### src/rtl/instr_fetch_unit.sv
// Instruction fetch unit.
// Owns the fetch PC and issues word fetches over a req/gnt/rvalid port.
// Returned words are queued in order, together with their PCs, for decode.
// A redirect flushes the queue and discards any responses still in flight.
module instr_fetch_unit #(
  parameter logic [31:0] RESET_PC        = 32'h0000_0000,
  parameter int unsigned DEPTH           = 4,
  parameter int unsigned MAX_OUTSTANDING = 2
) (
  input  logic        clk_i,
  input  logic        rst_i,
  input  logic        redirect_i,
  input  logic [31:0] redirect_pc_i,
  output logic        imem_req_o,
  output logic [31:0] imem_addr_o,
  input  logic        imem_gnt_i,
  input  logic        imem_rvalid_i,
  input  logic [31:0] imem_rdata_i,
  output logic        instr_valid_o,
  input  logic        instr_ready_i,
  output logic [31:0] instr_o,
  output logic [31:0] instr_pc_o
);

  // Pointer, occupancy, in-flight counter and credit-sum widths
  localparam int unsigned PW = (DEPTH > 1) ? $clog2(DEPTH) : 1;
  localparam int unsigned CW = $clog2(DEPTH + 1);
  localparam int unsigned OW = $clog2(MAX_OUTSTANDING + 1);
  localparam int unsigned SW = ((CW > OW) ? CW : OW) + 1;

  localparam logic [OW-1:0] MAX_OUT_C = OW'(MAX_OUTSTANDING);
  localparam logic [SW-1:0] DEPTH_C   = SW'(DEPTH);

  // Architectural state
  logic [31:0]   fetch_pc_reg,    fetch_pc_next;
  logic [31:0]   resp_pc_reg,     resp_pc_next;
  logic [OW-1:0] outstanding_reg, outstanding_next;
  logic [OW-1:0] drop_cnt_reg,    drop_cnt_next;
  logic [CW-1:0] count_reg,       count_next;
  logic [PW-1:0] wr_ptr_reg,      wr_ptr_next;
  logic [PW-1:0] rd_ptr_reg,      rd_ptr_next;

  // Queue storage: no reset needed, the head is masked while the queue is empty
  logic [31:0] mem_instr [DEPTH];
  logic [31:0] mem_pc    [DEPTH];

  // Handshake and bookkeeping terms
  logic [31:0]   redirect_tgt;
  logic [SW-1:0] credit_sum;
  logic          fire_req;
  logic          resp_keep;
  logic          push;
  logic          pop;
  logic          fifo_empty;

  // The low two target bits are forced to zero: fetches are always word aligned
  assign redirect_tgt = redirect_pc_i & ~32'h0000_0003;

  // Entries already queued plus responses that will be queued; a request is
  // only raised when a slot is guaranteed, so the queue can never overflow
  assign credit_sum = SW'(count_reg) + SW'(outstanding_reg) - SW'(drop_cnt_reg);

  assign imem_req_o  = !rst_i && !redirect_i &&
                       (outstanding_reg < MAX_OUT_C) && (credit_sum < DEPTH_C);
  assign imem_addr_o = fetch_pc_reg;

  assign fire_req   = imem_req_o && imem_gnt_i;
  assign resp_keep  = imem_rvalid_i && (drop_cnt_reg == '0);
  assign fifo_empty = (count_reg == '0);

  // A redirect cancels any push or pop in its cycle since the queue is flushed
  assign push = resp_keep && !redirect_i;

  assign instr_valid_o = !fifo_empty && !redirect_i;
  assign pop           = instr_valid_o && instr_ready_i;

  // Head is read straight from storage; zero while nothing is queued
  assign instr_o    = fifo_empty ? 32'h0 : mem_instr[rd_ptr_reg];
  assign instr_pc_o = fifo_empty ? 32'h0 : mem_pc[rd_ptr_reg];

  // Next-state computation for PCs, counters and queue pointers
  always_comb begin
    fetch_pc_next    = fetch_pc_reg;
    resp_pc_next     = resp_pc_reg;
    outstanding_next = outstanding_reg;
    drop_cnt_next    = drop_cnt_reg;
    count_next       = count_reg;
    wr_ptr_next      = wr_ptr_reg;
    rd_ptr_next      = rd_ptr_reg;

    // In-flight requests: a grant and a response in one cycle cancel out
    case ({fire_req, imem_rvalid_i})
      2'b10:   outstanding_next = outstanding_reg + OW'(1);
      2'b01:   outstanding_next = outstanding_reg - OW'(1);
      default: outstanding_next = outstanding_reg;
    endcase

    if (redirect_i) begin
      // Everything still in flight belongs to the old path and must be dropped
      fetch_pc_next = redirect_tgt;
      resp_pc_next  = redirect_tgt;
      drop_cnt_next = outstanding_reg - OW'(imem_rvalid_i);
      count_next    = '0;
      wr_ptr_next   = '0;
      rd_ptr_next   = '0;
    end else begin
      if (fire_req) begin
        fetch_pc_next = fetch_pc_reg + 32'd4;
      end

      if (imem_rvalid_i && (drop_cnt_reg != '0)) begin
        drop_cnt_next = drop_cnt_reg - OW'(1);
      end

      if (push) begin
        resp_pc_next = resp_pc_reg + 32'd4;
        wr_ptr_next  = wr_ptr_reg + PW'(1);
      end

      if (pop) begin
        rd_ptr_next = rd_ptr_reg + PW'(1);
      end

      case ({push, pop})
        2'b10:   count_next = count_reg + CW'(1);
        2'b01:   count_next = count_reg - CW'(1);
        default: count_next = count_reg;
      endcase
    end
  end

  // State registers with synchronous reset
  always_ff @(posedge clk_i) begin
    if (rst_i) begin
      fetch_pc_reg    <= RESET_PC;
      resp_pc_reg     <= RESET_PC;
      outstanding_reg <= '0;
      drop_cnt_reg    <= '0;
      count_reg       <= '0;
      wr_ptr_reg      <= '0;
      rd_ptr_reg      <= '0;
    end else begin
      fetch_pc_reg    <= fetch_pc_next;
      resp_pc_reg     <= resp_pc_next;
      outstanding_reg <= outstanding_next;
      drop_cnt_reg    <= drop_cnt_next;
      count_reg       <= count_next;
      wr_ptr_reg      <= wr_ptr_next;
      rd_ptr_reg      <= rd_ptr_next;
    end
  end

  // Queue write: store the returned word with the PC it was fetched from
  always_ff @(posedge clk_i) begin
    if (!rst_i && push) begin
      mem_instr[wr_ptr_reg] <= imem_rdata_i;
      mem_pc[wr_ptr_reg]    <= resp_pc_reg;
    end
  end

endmodule

### config.mk
export PLATFORM = sky130hd
export DESIGN_NAME = instr_fetch_unit
export DESIGN_NICKNAME = d
export VERILOG_FILES = /design/src/rtl/instr_fetch_unit.sv
export SDC_FILE = /design/constraint.sdc
export NUM_CORES = 1
export LEC_CHECK = 0
export ABC_CLOCK_PERIOD_IN_PS = 3370
export CAP_MARGIN = 20
export CORE_MARGIN = 2
export CORE_UTILIZATION = 30
export CTS_BUF_LIST = sky130_fd_sc_hd__clkbuf_2 sky130_fd_sc_hd__clkbuf_4 sky130_fd_sc_hd__clkbuf_8
export CTS_CLUSTER_DIAMETER = 100
export DETAILED_ROUTE_END_ITERATION = 8
export PLACE_DENSITY = 0.55
export SLEW_MARGIN = 20
export SYNTH_ARGS = -nofsm -noshare
export SYNTH_HDL_FRONTEND = slang
export SYNTH_SLANG_ARGS = --single-unit
### constraint.sdc
create_clock -name clk_i -period 3.37 [get_ports clk_i]
set_clock_uncertainty 0.2 [all_clocks]
set_input_delay 1.011 -clock clk_i [delete_from_list [all_inputs] [get_ports clk_i]]
set_output_delay 1.011 -clock clk_i [all_outputs]
set_load 0.02 [all_outputs]
Word-level counts from Yosys, hierarchy flattened. Memory sizes are Yosys's and may differ from the RTL's. A register that Yosys moved wholly into a read port is not among the register bits. Index checks and enable logic that the tools add are counted.

Add/subtract/negate cells: 12. $lt $le $gt $ge: 2. Equality and inequality tests: 4. Muxes and demuxes: 16. Reductions and logical operators: 22.

Operators by type and width (count): $mux W32 (6); $add A32 B3 Y32 const B (2); $mux W2 (6); $reduce_bool A2 Y1 (6); $logic_and A1 B1 Y1 (10); $add A2 B1 Y2 const B (3); $pmux W3 S2 (1); $add A3 B2 Y4 (1); $eq A2 B1 Y1 const B (2); $eq A2 B2 Y1 const B (2); $lt A4 B3 Y1 const B (1); $pmux W2 S2 (1); $sub A2 B1 Y2 const B (2); $sub A4 B2 Y4 (1); $add A3 B1 Y3 const B (1); $logic_not A1 Y1 (3); $logic_not A3 Y1 (1); $sub A3 B1 Y3 const B (1); $logic_not A2 Y1 (1); $lt A2 B2 Y1 const B (1); $mux W1 (2); $reduce_or A2 Y1 (1); $sub A2 B1 Y2 (1).

Register bits: 75. RAM bits: 256. Input bits: 70. Output and inout port bits: 98. Logic and storage cells: 67. Memories kept: 2.

Memories: mem_instr (depth 4, bits a word 32, read ports 1, clocked after memory_dff 1, write ports 1, RTL line 44) `logic [31:0] mem_instr [DEPTH];`; mem_pc (depth 4, bits a word 32, read ports 1, clocked after memory_dff 1, write ports 1, RTL line 45) `logic [31:0] mem_pc [DEPTH];`.

Longest topological paths before layout.
Depth after elaboration: 7. Depth in mapped cells: 14.

Worst setup path after synthesis. Ideal clock, no wire load.

Path kind: register to output. Start: register outstanding_reg[1]. End: output port imem_req_o. Arrival: 2748 ps. Data required time: 2159 ps. Slack: -589 ps. Stages on the path, launching flop included: 9. Buffers on the path: 1. Cell sequence: dfxtp_1 clkbuf_1 inv_1 fa_1 inv_1 ha_1 and3b_1 or4_4 a211oi_1.

Longest elaborated chain between the ends: 4. Elaborated cells between the ends (all ways): 6. Those cells by class: add/sub (2); order compare (2); reduce/logical (2).

Ends and longest elaborated chain: start: declaration (RTL line 37) `logic [OW-1:0] outstanding_reg, outstanding_next;`; start signal: assignment (RTL line 145) `outstanding_reg <= outstanding_next;`; $add A3 B2 Y4 (RTL line 61) `assign credit_sum = SW'(count_reg) + SW'(outstanding_reg) - SW'(drop_cnt_reg);`; $sub A4 B2 Y4 (RTL line 61); $lt A4 B3 Y1 (RTL line 64) `(outstanding_reg < MAX_OUT_C) && (credit_sum < DEPTH_C);`; $logic_and A1 B1 Y1 * (RTL line 64); end: declaration (RTL line 14) `output logic imem_req_o,`.

Mark *: on every way between the ends. The rest lies on a longest branch, timed or not.

Worst setup path in the final report. Ends and elaborated chain as after synthesis.

==> summary.txt <==
Port-buffer cells: 161
Slew Limit Fails: 0
Via density per instance: 4.775
Multi-input gate area: 4638 um2
Fin. Hold Viols: 0
Synth Flop Type: edfxtp_1
Die extent in y: 216.9 um
# IOs: 168
WP data required: 2.16 ns
Yosys cell types: 57
Die width: 216.9 um
Hold depth: 2
Routability cong.: 0.8756
Initial DRC Count: 483
Failing checks: setup timing
GR Overflow Total: 0
Die area: 47,030 um2
Critical Path AT: 2.91 ns
CTS tree: built
Setup ws final: -0.7511 ns
Post-synthesis compound-gate area fraction: 6.921%
Gr usage total: 14.44%
Synthesized area: 13,590 um2
Post-synthesis mux area share: 10.35%
Clock sink total: 321
Post-Synth Adder-Cell Area: 1.491%
Max Cap Viol: 0
Cells after Synth: 890
Fmax: 0.2427 GHz
Cell Count, Final, Fillers Out: 1,796
Crit path buf inv count: 3
Setup TNS: -4.722 ns
CTS Buf Count: 54
Final core utilization: 41.06%
Max reg flops: 128
RR Endpoint: outstanding_reg[1]
Hold slack: 0.3007 ns
Fraction of layout cells with a size suffix above 1: 31.26%
Tmin final: 4.121 ns
Peak VDD IR: 0.2402 mV
Xor/xnor share of the synthesized area: 3.092%
R2R depth: 14
Clock root cell: clkbuf_8
Clock Path Buffers: 3
Crit end category: output pin
CP delay by family, top: adder cells
Largest net degree at the start of global routing: 51
Reg area: 8916 um2
WL/cell: 19.26 um
End of the worst hold path: wr_ptr_reg[1]
DR vias: 8,576
Initial Util: 30.54%
Largest register by flop count: mem_instr
Min-delay src: wr_ptr_reg[1]
Final setup fails: 51
Slew margin rel.: 64.29%
Top flop regs: mem_instr (128), mem_pc (120)
Layout area overhead: 34.45%
Std cell rows: 77
Initial antenna violation count: 1
Pwr per Cell Area: 464.6 nW/um2
First-pass GRT wire length: 51,680 um
Final Power: 8.491 mW
Simple-Gate Fraction of Synth Area: 9.600%
Clock network fraction of design power: 38.5%
Syn avg cell area: 15.27 um2
CTS clock-pin slew for the worst setup and hold paths: 0.06 ns
RSZ-0062 raised after global routing: true
Clock Latency Late Sink: 0.61 ns
Flops & latches, synth: 321
Crit-path slowest cell: fa_1
# fillers: 4,162
Final Cycle Share: 122.3%
Largest family of logic cells by synthesized area: multiplexers
WL final: 34,600 um
Sw Pwr: 2.035 mW
Leakage: 6.210 nW
Placed Cells: 1,651
Vias in the first global route: 8,615
Residual DRC count: 0
Synth Warn #: 0
Crit path kind: register to output pin
Worst R2R Start: outstanding_reg[1]
CP max stage delay: 0.52 ns
Int Pwr: 6.456 mW
Worst Max-Slew Pin Slew: 0.5342 ns
Number of flops mapped to enable cells by yosys: 248
Critical Path Start Type: register
Max H-tree Level: 2
Hold crit path type: register to register
Outcome: complete, but fails checks
ANT nets after route: 0
Core area: 44,510 um2
Combinational group share of total power: 8.8%
Nets: 1,246
Crit Path Max Fanout: 2
Flop2flop setup slack: -0.03 ns
Switching share of power: 23.97%
Async S/R FF share, synth: 0%
Sequential power share: 52.7%
Hpwl dp: 21,090 um
Seq/Total Area, Yosys: 65.53%
Cells along the critical path: inv_2 -> fa_1 -> inv_1 -> ha_1 -> and3b_2 -> or4_4 -> a211oi_4 -> buf_6
Cts hold-fix bufs: 0
Initial DRT Pass Iterations: 7
==> tightest hold or removal path: stages (launching register included) <==
cell	delay (ns)
dfxtp_1	0.33
nand2_1	0.06
a21oi_1	0.05
==> cell usage in the layout (no fill, tap or decap), drive strengths merged, types with 27 or more instances in the layout <==
cell | netlist | routed
edfxtp | 248 | 248
buf | 16 | 160
clkdlybuf4s50 | 0 | 96
clkbuf | 32 | 78
dfxtp | 73 | 73
nor2b | 64 | 64
mux4 | 62 | 62
inv | 38 | 39
a21boi | 31 | 31
nand2 | 27 | 27
==> cells by family (layout without fill, tap and decap cells) <==
group	after synthesis	after routing
adder cells (fa/ha/maj)	15	15
AND/OR/NAND/NOR	225	225
other	1	5
XOR/XNOR	48	48
multiplexers	63	63
AO/OA/AOI/OAI	129	129
buffers and inverters	88	398
flip-flops	321	321
==> cell usage after synthesis, types with 9 or more instances <==
master    count  area [um2]
edfxtp_1    248        7447
mux4_2       62        1396
a21boi_0     30       225.2
xnor2_1      26       227.7
nor4_1       21       131.4
and3_1        9       56.30
nor3_1       18       90.09
inv_1        37       138.9
a21oi_1      25       125.1
ha_1         13       162.7
o21ai_0      10       50.05
dfxtp_1      73        1461
o31a_1       25       219.0
nand3_1      23       115.1
clkbuf_1     29       108.9
nand2_1      27       101.4
nor2_1       23       86.33
xor2_1       22       192.7
nor2b_1      64       400.4
nand4_1      11       68.82
o21a_1       12       90.09
==> power by group through the flow <==
stage	Clock [mW]	Combinational (mW)	Sequential [mW]
6_report	3.27	0.749	4.48
5_1_grt	3.57	0.809	4.49
4_1_cts	3.39	0.711	4.47
3_5_place_dp	0	0.695	4.55
3_3_place_gp	0	0.689	4.55
2_1_floorplan	0	0.341	4.55
==> final cells by class <==
| class | count | share of cell area [%] |
|---|---|---|
| Clock buffer | 75 | 4.929 |
| Multi-Input combinational cell | 484 | 25.38 |
| Clock inverter | 23 | 0.6093 |
| Timing Repair Buffer | 261 | 15.42 |
| Tap cell | 592 | 4.053 |
| Sequential cell | 321 | 48.78 |
| Inverter | 39 | 0.8146 |
| Antenna cell | 1 | 0.01369 |
==> per-layer routing <==
layer,vias up,GRT usage [%],wire length [um]
met5,-,0,0
met4,0,3.995,567
met3,47,3.145,1978
met2,259,22.65,15800
met1,4288,20.23,16250
li1,3982,-,-
==> how the worst max path moves through the flow <==
stage | start | to | slack [ns] | cells after the start
4_1_cts | outstanding_reg[1] | imem_req_o | -0.82 | 8
5_1_grt | outstanding_reg[1] | imem_req_o | -0.86 | 8
2_1_floorplan | outstanding_reg[1] | imem_req_o | -0.20 | 8
3_3_place_gp | count_reg[1] | imem_req_o | -0.70 | 8
3_5_place_dp | count_reg[1] | imem_req_o | -0.69 | 8
6_report | outstanding_reg[1] | imem_req_o | -0.75 | 8
==> repair_timing <==
| item | CTS | global route |
|---|---|---|
| pin swaps | 4 | 2 |
| gates cloned | 6 | 2 |
| endpoints found under the hold margin | 0 | 0 |
| buffers inserted | 18 | 27 |
| endpoints found under the setup margin | 73 | 60 |
| gates resized for setup | 319 | 161 |
==> through the flow <==
stage | setup WS (ns) | instance area [um2]
2_1_floorplan | -0.2040 | 13650
5_1_grt | -0.8619 | 18280
3_5_place_dp | -0.6854 | 16300
3_3_place_gp | -0.7003 | 16300
6_report | -0.7511 | 18280
4_1_cts | -0.8163 | 17620
Note: power is estimated with default switching activity, not from simulation.
==> edit 1: new RTL, same flow settings <==
Set the parameter `DEPTH` to 2 (it was 4).
--- a/src/rtl/instr_fetch_unit.sv
+++ b/src/rtl/instr_fetch_unit.sv
@@ -5,5 +5,5 @@
 module instr_fetch_unit #(
   parameter logic [31:0] RESET_PC        = 32'h0000_0000,
-  parameter int unsigned DEPTH           = 4,
+  parameter int unsigned DEPTH           = 2,
   parameter int unsigned MAX_OUTSTANDING = 2
 ) (
Function: changed (Yosys sat finds a counterexample within 4 cycles, from zero or initial values and one cycle with rst_i high).
==> edit 1 against the unedited design <==
  * The flow still finishes with violations (setup timing)
  * Count of clock-buffer cells in the layout decreased by 56
  * Non-clock buffer count decreased by 49
  * Sequential cell count decreased by 128
  * Setup slack improved by 690 ps
  * Die area decreased by 37%
  * Critical endpoint unchanged
  * Clock power decreased by 55%
  * Power decreased by 43%
  * Largest cell class unchanged
  * Via count decreased by 32%
  * Global-route usage decreased by 0.44 points
  * Wire length decreased by 42%
  * Design area decreased by 38%
  * Synthesized area decreased by 38%
==> edit 1: results (changes against the unedited design) <==
.. list-table::
   :header-rows: 1

   * - Metric
     - Value
   * - Run status
     - finished, violations left
   * - Violations in the final reports
     - setup timing
   * - Largest registers ranked by flip-flop count
     - mem_instr x64, mem_pc x60
   * - Setup-violating endpoint count in the final report
     - 1 (-98%)
   * - Largest net degree at the start of global routing
     - 55 (+7.8%)
   * - Met2 track demand over resource
     - 0.216 (-0.0102)
   * - Detailed Route Iter0 Violations
     - 292 (-40%)
   * - Overall routing resource usage
     - 0.140 (-0.00438)
   * - Total Nets Final
     - 984 (-21%)
   * - Fill cells
     - 2671 (-36%)
   * - Startpoint of the most critical hold path
     - resp_pc_reg[16]
   * - Avg Vias per Cell
     - 4.51 (-5.6%)
   * - Reg clk slew, reported paths
     - 100 ps (+40 ps)
   * - Fraction of met1 tracks used by global routing
     - 0.200 (-0.00191)
   * - Vias in the first global route
     - 5677 (-34%)
   * - Number of detailed-routing iterations run before antenna repair
     - 5 (-2)
   * - Synth top area cells
     - sky130_fd_sc_hd__edfxtp_1 44%, sky130_fd_sc_hd__dfxtp_1 16%, sky130_fd_sc_hd__mux2i_1 7.7%
   * - Ranking of synthesized cells by instance count
     - 124 x sky130_fd_sc_hd__edfxtp_1, 87 x sky130_fd_sc_hd__nor2_1, 69 x sky130_fd_sc_hd__dfxtp_1, 65 x sky130_fd_sc_hd__mux2i_1, 42 x sky130_fd_sc_hd__a21boi_0
   * - CTS H-tree lvls
     - 4 (+2)
   * - Post-Synth Adder-Cell Area
     - 0.0152 (+0.000241)
   * - Dpl hpwl
     - 14.6 mm (-31%)
   * - Required time at the worst-slack endpoint
     - 2160 ps (about the same)
   * - Routed len/inst
     - 15.6 µm (-19%)
   * - Post-route worst setup slack
     - -61.7 ps (+689 ps)
   * - Slew of the pin with the lowest slew margin
     - 710 ps (+176 ps)
   * - Antenna violations before repair
     - 0 (-1)
   * - Wire length of the first global-routing pass
     - 31.5 mm (-39%)
   * - Count of cell types in the netlist
     - 45 (-21%)
   * - Buffer levels on the longest clock path
     - 2 (-1)
   * - Clock latency on the worst-skew pair
     - 440 ps (-170 ps)
   * - Post-synthesis sequential area ratio
     - 0.606 (-0.0493)
   * - Met3 demand-to-capacity share in global routing
     - 0.0357 (+0.00422)
   * - Final GP Congestion
     - 0.783 (-11%)
   * - Leak
     - 4.09 nW (-34%)
   * - Final TNS setup
     - -61.7 ps (+4660 ps)
   * - Met3 wire len
     - 1.17 mm (-41%)
   * - Warning count from the yosys run
     - 0 (unchanged)
   * - Xor/xnor cell area share of the yosys netlist
     - 0.0634 (+0.0325)
   * - Antenna cell count
     - 0 (-1)
   * - Number of synthesized flops with an enable pin
     - 124 (-50%)
   * - Largest voltage drop on the vdd net
     - 0.215 mV (-11%)
   * - Number of CTS-inserted buffers
     - 17 (-69%)
   * - Met1 WL
     - 10.1 mm (-38%)
   * - Fraction of final layout cells with drive strength greater than 1
     - 0.110 (-0.203)
   * - Metal2 WL
     - 8.86 mm (-44%)
-- edit 1: changes by cell type after synthesis, sizes merged, moves of 15 or more --
cell / change
edfxtp: -124
nor4: -15
mux4: -62
mux2i: +64
nor2b: -63
o31a: -24
nor2: +65
-- edit 1: cell type report --
class,count,share of cell area
repair buffers,212,0.194
multi-input cells,447,0.271
clock buffers,19,0.0218
flip-flops and latches,193,0.448
inverters,34,0.0112
clock inverters,13,0.0120
well taps,378,0.0415
-- edit 1: stage by stage --
stage                     setup slack [ps]  hold WS (ps)  cell area, µm²  instances
after floorplan                       -325           234            8490        712
after global placement                -401           282           10900       1256
after detailed placement              -367           290           10900       1256
after CTS                             -105           312           11300       1289
after global routing                  -180           333           11400       1296
final                                -61.7           312           11400       1296
-- edit 1: repair_timing --
action | 4_1_cts | 5_1_grt
endpoints found under the setup margin | 3 | 48
pin swaps | 3 | 2
resized for setup | 15 | 16
buffers inserted | 1 | 7
-- edit 1: kinds of logic (layout without fill, tap and decap cells) --
group	Yosys count	in the layout
buffers and inverters	72	278
AOI/OAI and AO/OA	96	96
muxes	65	65
and+or+nand+nor	212	212
xor gates and xnor gates	61	61
DFF	193	193
adders and majority gates	9	9
other	1	4
-- edit 1: report_power, final --
group,internal [mW],leakage [nW],switching (mW)
sequential,2.61,1.70,0.0903
combinational,0.351,2.20,0.333
clock,0.676,0.187,0.804
-- edit 1: worst paths after layout --
kind,to,slack (ps),cells after the start
hold reg to reg,mem_pc[1][16],310,0
setup / recovery,imem_req_o,-60,5
setup reg to reg,outstanding_reg[1],360,12
hold / removal,mem_pc[1][16],310,0
==> edit 2: new RTL, same flow settings <==
Made on the original files. Reset style: asynchronous (`rst_i`), changed in one clocked block. Comments in the files are not updated.
--- a/src/rtl/instr_fetch_unit.sv
+++ b/src/rtl/instr_fetch_unit.sv
@@ -131,5 +131,5 @@
 
   // State registers with synchronous reset
-  always_ff @(posedge clk_i) begin
+  always_ff @(posedge clk_i or posedge rst_i) begin
     if (rst_i) begin
       fetch_pc_reg    <= RESET_PC;
Behaviour: differs if rst_i is asserted again (counterexample within 4 cycles, from zero or initial values and one cycle with rst_i high); with rst_i held inactive, the same outputs for 4 cycles.
==> edit 2 against the unedited design <==
  * The flow still finishes with violations (setup timing)
  * Setup slack improved by 270 ps
  * Register-to-register slack improved by 200 ps
  * Design area increased by 1.2%
  * First-iteration DRC count increased by 0.62%
  * Synthesized area increased by 0.58%
  * Sequential cell count decreased by 2
  * Wire length decreased by 1.8%
  * Critical endpoint unchanged
Power is not compared: it rests on default switching activity, and its combinational part moved more than twofold at a synthesized area within 25%.
==> edit 2: results (changes against the unedited design) <==
.. list-table::
   :header-rows: 1

   * - Metric
     - Value
   * - Endpoint of the worst hold path
     - outstanding_reg[0]
   * - Footprint of the multi-input gates
     - 4380 µm² (-5.6%)
   * - Detailed-route via count
     - 8319 (-3.0%)
   * - Fraction of registers with async set/reset
     - 0.223 (+0.223)
   * - Total Nets Final
     - 1199 (-3.8%)
   * - Endpoint of the worst register-to-register path
     - imem_addr_o[31]
   * - Run status
     - finished, violations left
   * - Vias in the first global route
     - 8795 (+2.1%)
   * - Antenna violations before repair
     - 0 (-1)
   * - Worst slew slack as a fraction of its limit
     - 0.468 (-0.175)
   * - Final GP Congestion
     - 0.771 (-12%)
   * - Place WS
     - -807 ps (-121 ps)
   * - Final TNS setup
     - -9420 ps (-4690 ps)
   * - Post-synthesis sequential area ratio
     - 0.675 (+0.0193)
   * - Dpl hpwl
     - 21.3 mm (+0.88%)
   * - Setup-violating endpoint count in the final report
     - 54 (+5.9%)
   * - Wire length after detailed routing
     - 34.0 mm (-1.8%)
   * - Data arrival, critical path
     - 2640 ps (-270 ps)
   * - Post-route worst setup slack
     - -484 ps (+267 ps)
   * - Fraction of final layout cells with drive strength greater than 1
     - 0.358 (+0.0450)
   * - Setup slack of the most critical reg-to-reg path
     - 170 ps (+200 ps)
   * - Number of non-clock buffers
     - 251 (-3.8%)
   * - Total number of multi-input combinational cells
     - 463 (-4.3%)
   * - Violations in the final reports
     - setup timing
   * - Number of cells on the worst reg-to-reg path
     - 11 (-3)
edit 2: changes by cell type after synthesis, moves of 11 or more:
cell,change
sky130_fd_sc_hd__dfxtp_1,-73
sky130_fd_sc_hd__dfrtp_1,+71
sky130_fd_sc_hd__and2_1,+65
sky130_fd_sc_hd__nor2b_1,-63
sky130_fd_sc_hd__a21boi_0,-24
sky130_fd_sc_hd__mux2_2,+21
sky130_fd_sc_hd__o31a_1,-21
sky130_fd_sc_hd__nor3_1,-15
sky130_fd_sc_hd__inv_1,-13
sky130_fd_sc_hd__nor2_1,+13
sky130_fd_sc_hd__o21a_1,-11
edit 2: layer usage:
| layer | vias up | global-route usage |
|---|---|---|
| li1 | 3795 | - |
| met1 | 4238 | 0.197 |
| met2 | 241 | 0.229 |
| met3 | 45 | 0.0364 |
| met4 | 0 | 0.0395 |
| met5 | - | 0 |
edit 2: cells by family (layout without fill, tap and decap cells):
group / count (synthesis) / in the layout / synth area share
mux: 88 / 88 / 0.123
fa+ha+maj: 14 / 14 / 0.0139
simple gates: 229 / 229 / 0.0941
xor+xnor: 52 / 52 / 0.0333
buf+inv: 70 / 373 / 0.0204
other cells: 1 / 4 / 0.000274
flops: 319 / 319 / 0.675
compound gates: 76 / 76 / 0.0404
edit 2: timing repair:
item | CTS | global route
pin swaps | 45 | 21
endpoints found under the setup margin | 64 | 64
gates cloned | 4 | 0
endpoints found under the hold margin | 0 | 0
buffers inserted | 28 | 16
resized for setup | 457 | 59
edit 2: per-stage QoR:
| stage | instances | cell area, µm² |
|---|---|---|
| floorplan | 852 | 13700 |
| global placement | 1617 | 16400 |
| detailed placement | 1617 | 16400 |
| CTS | 1746 | 18300 |
| global route | 1755 | 18500 |
| finish | 1755 | 18500 |
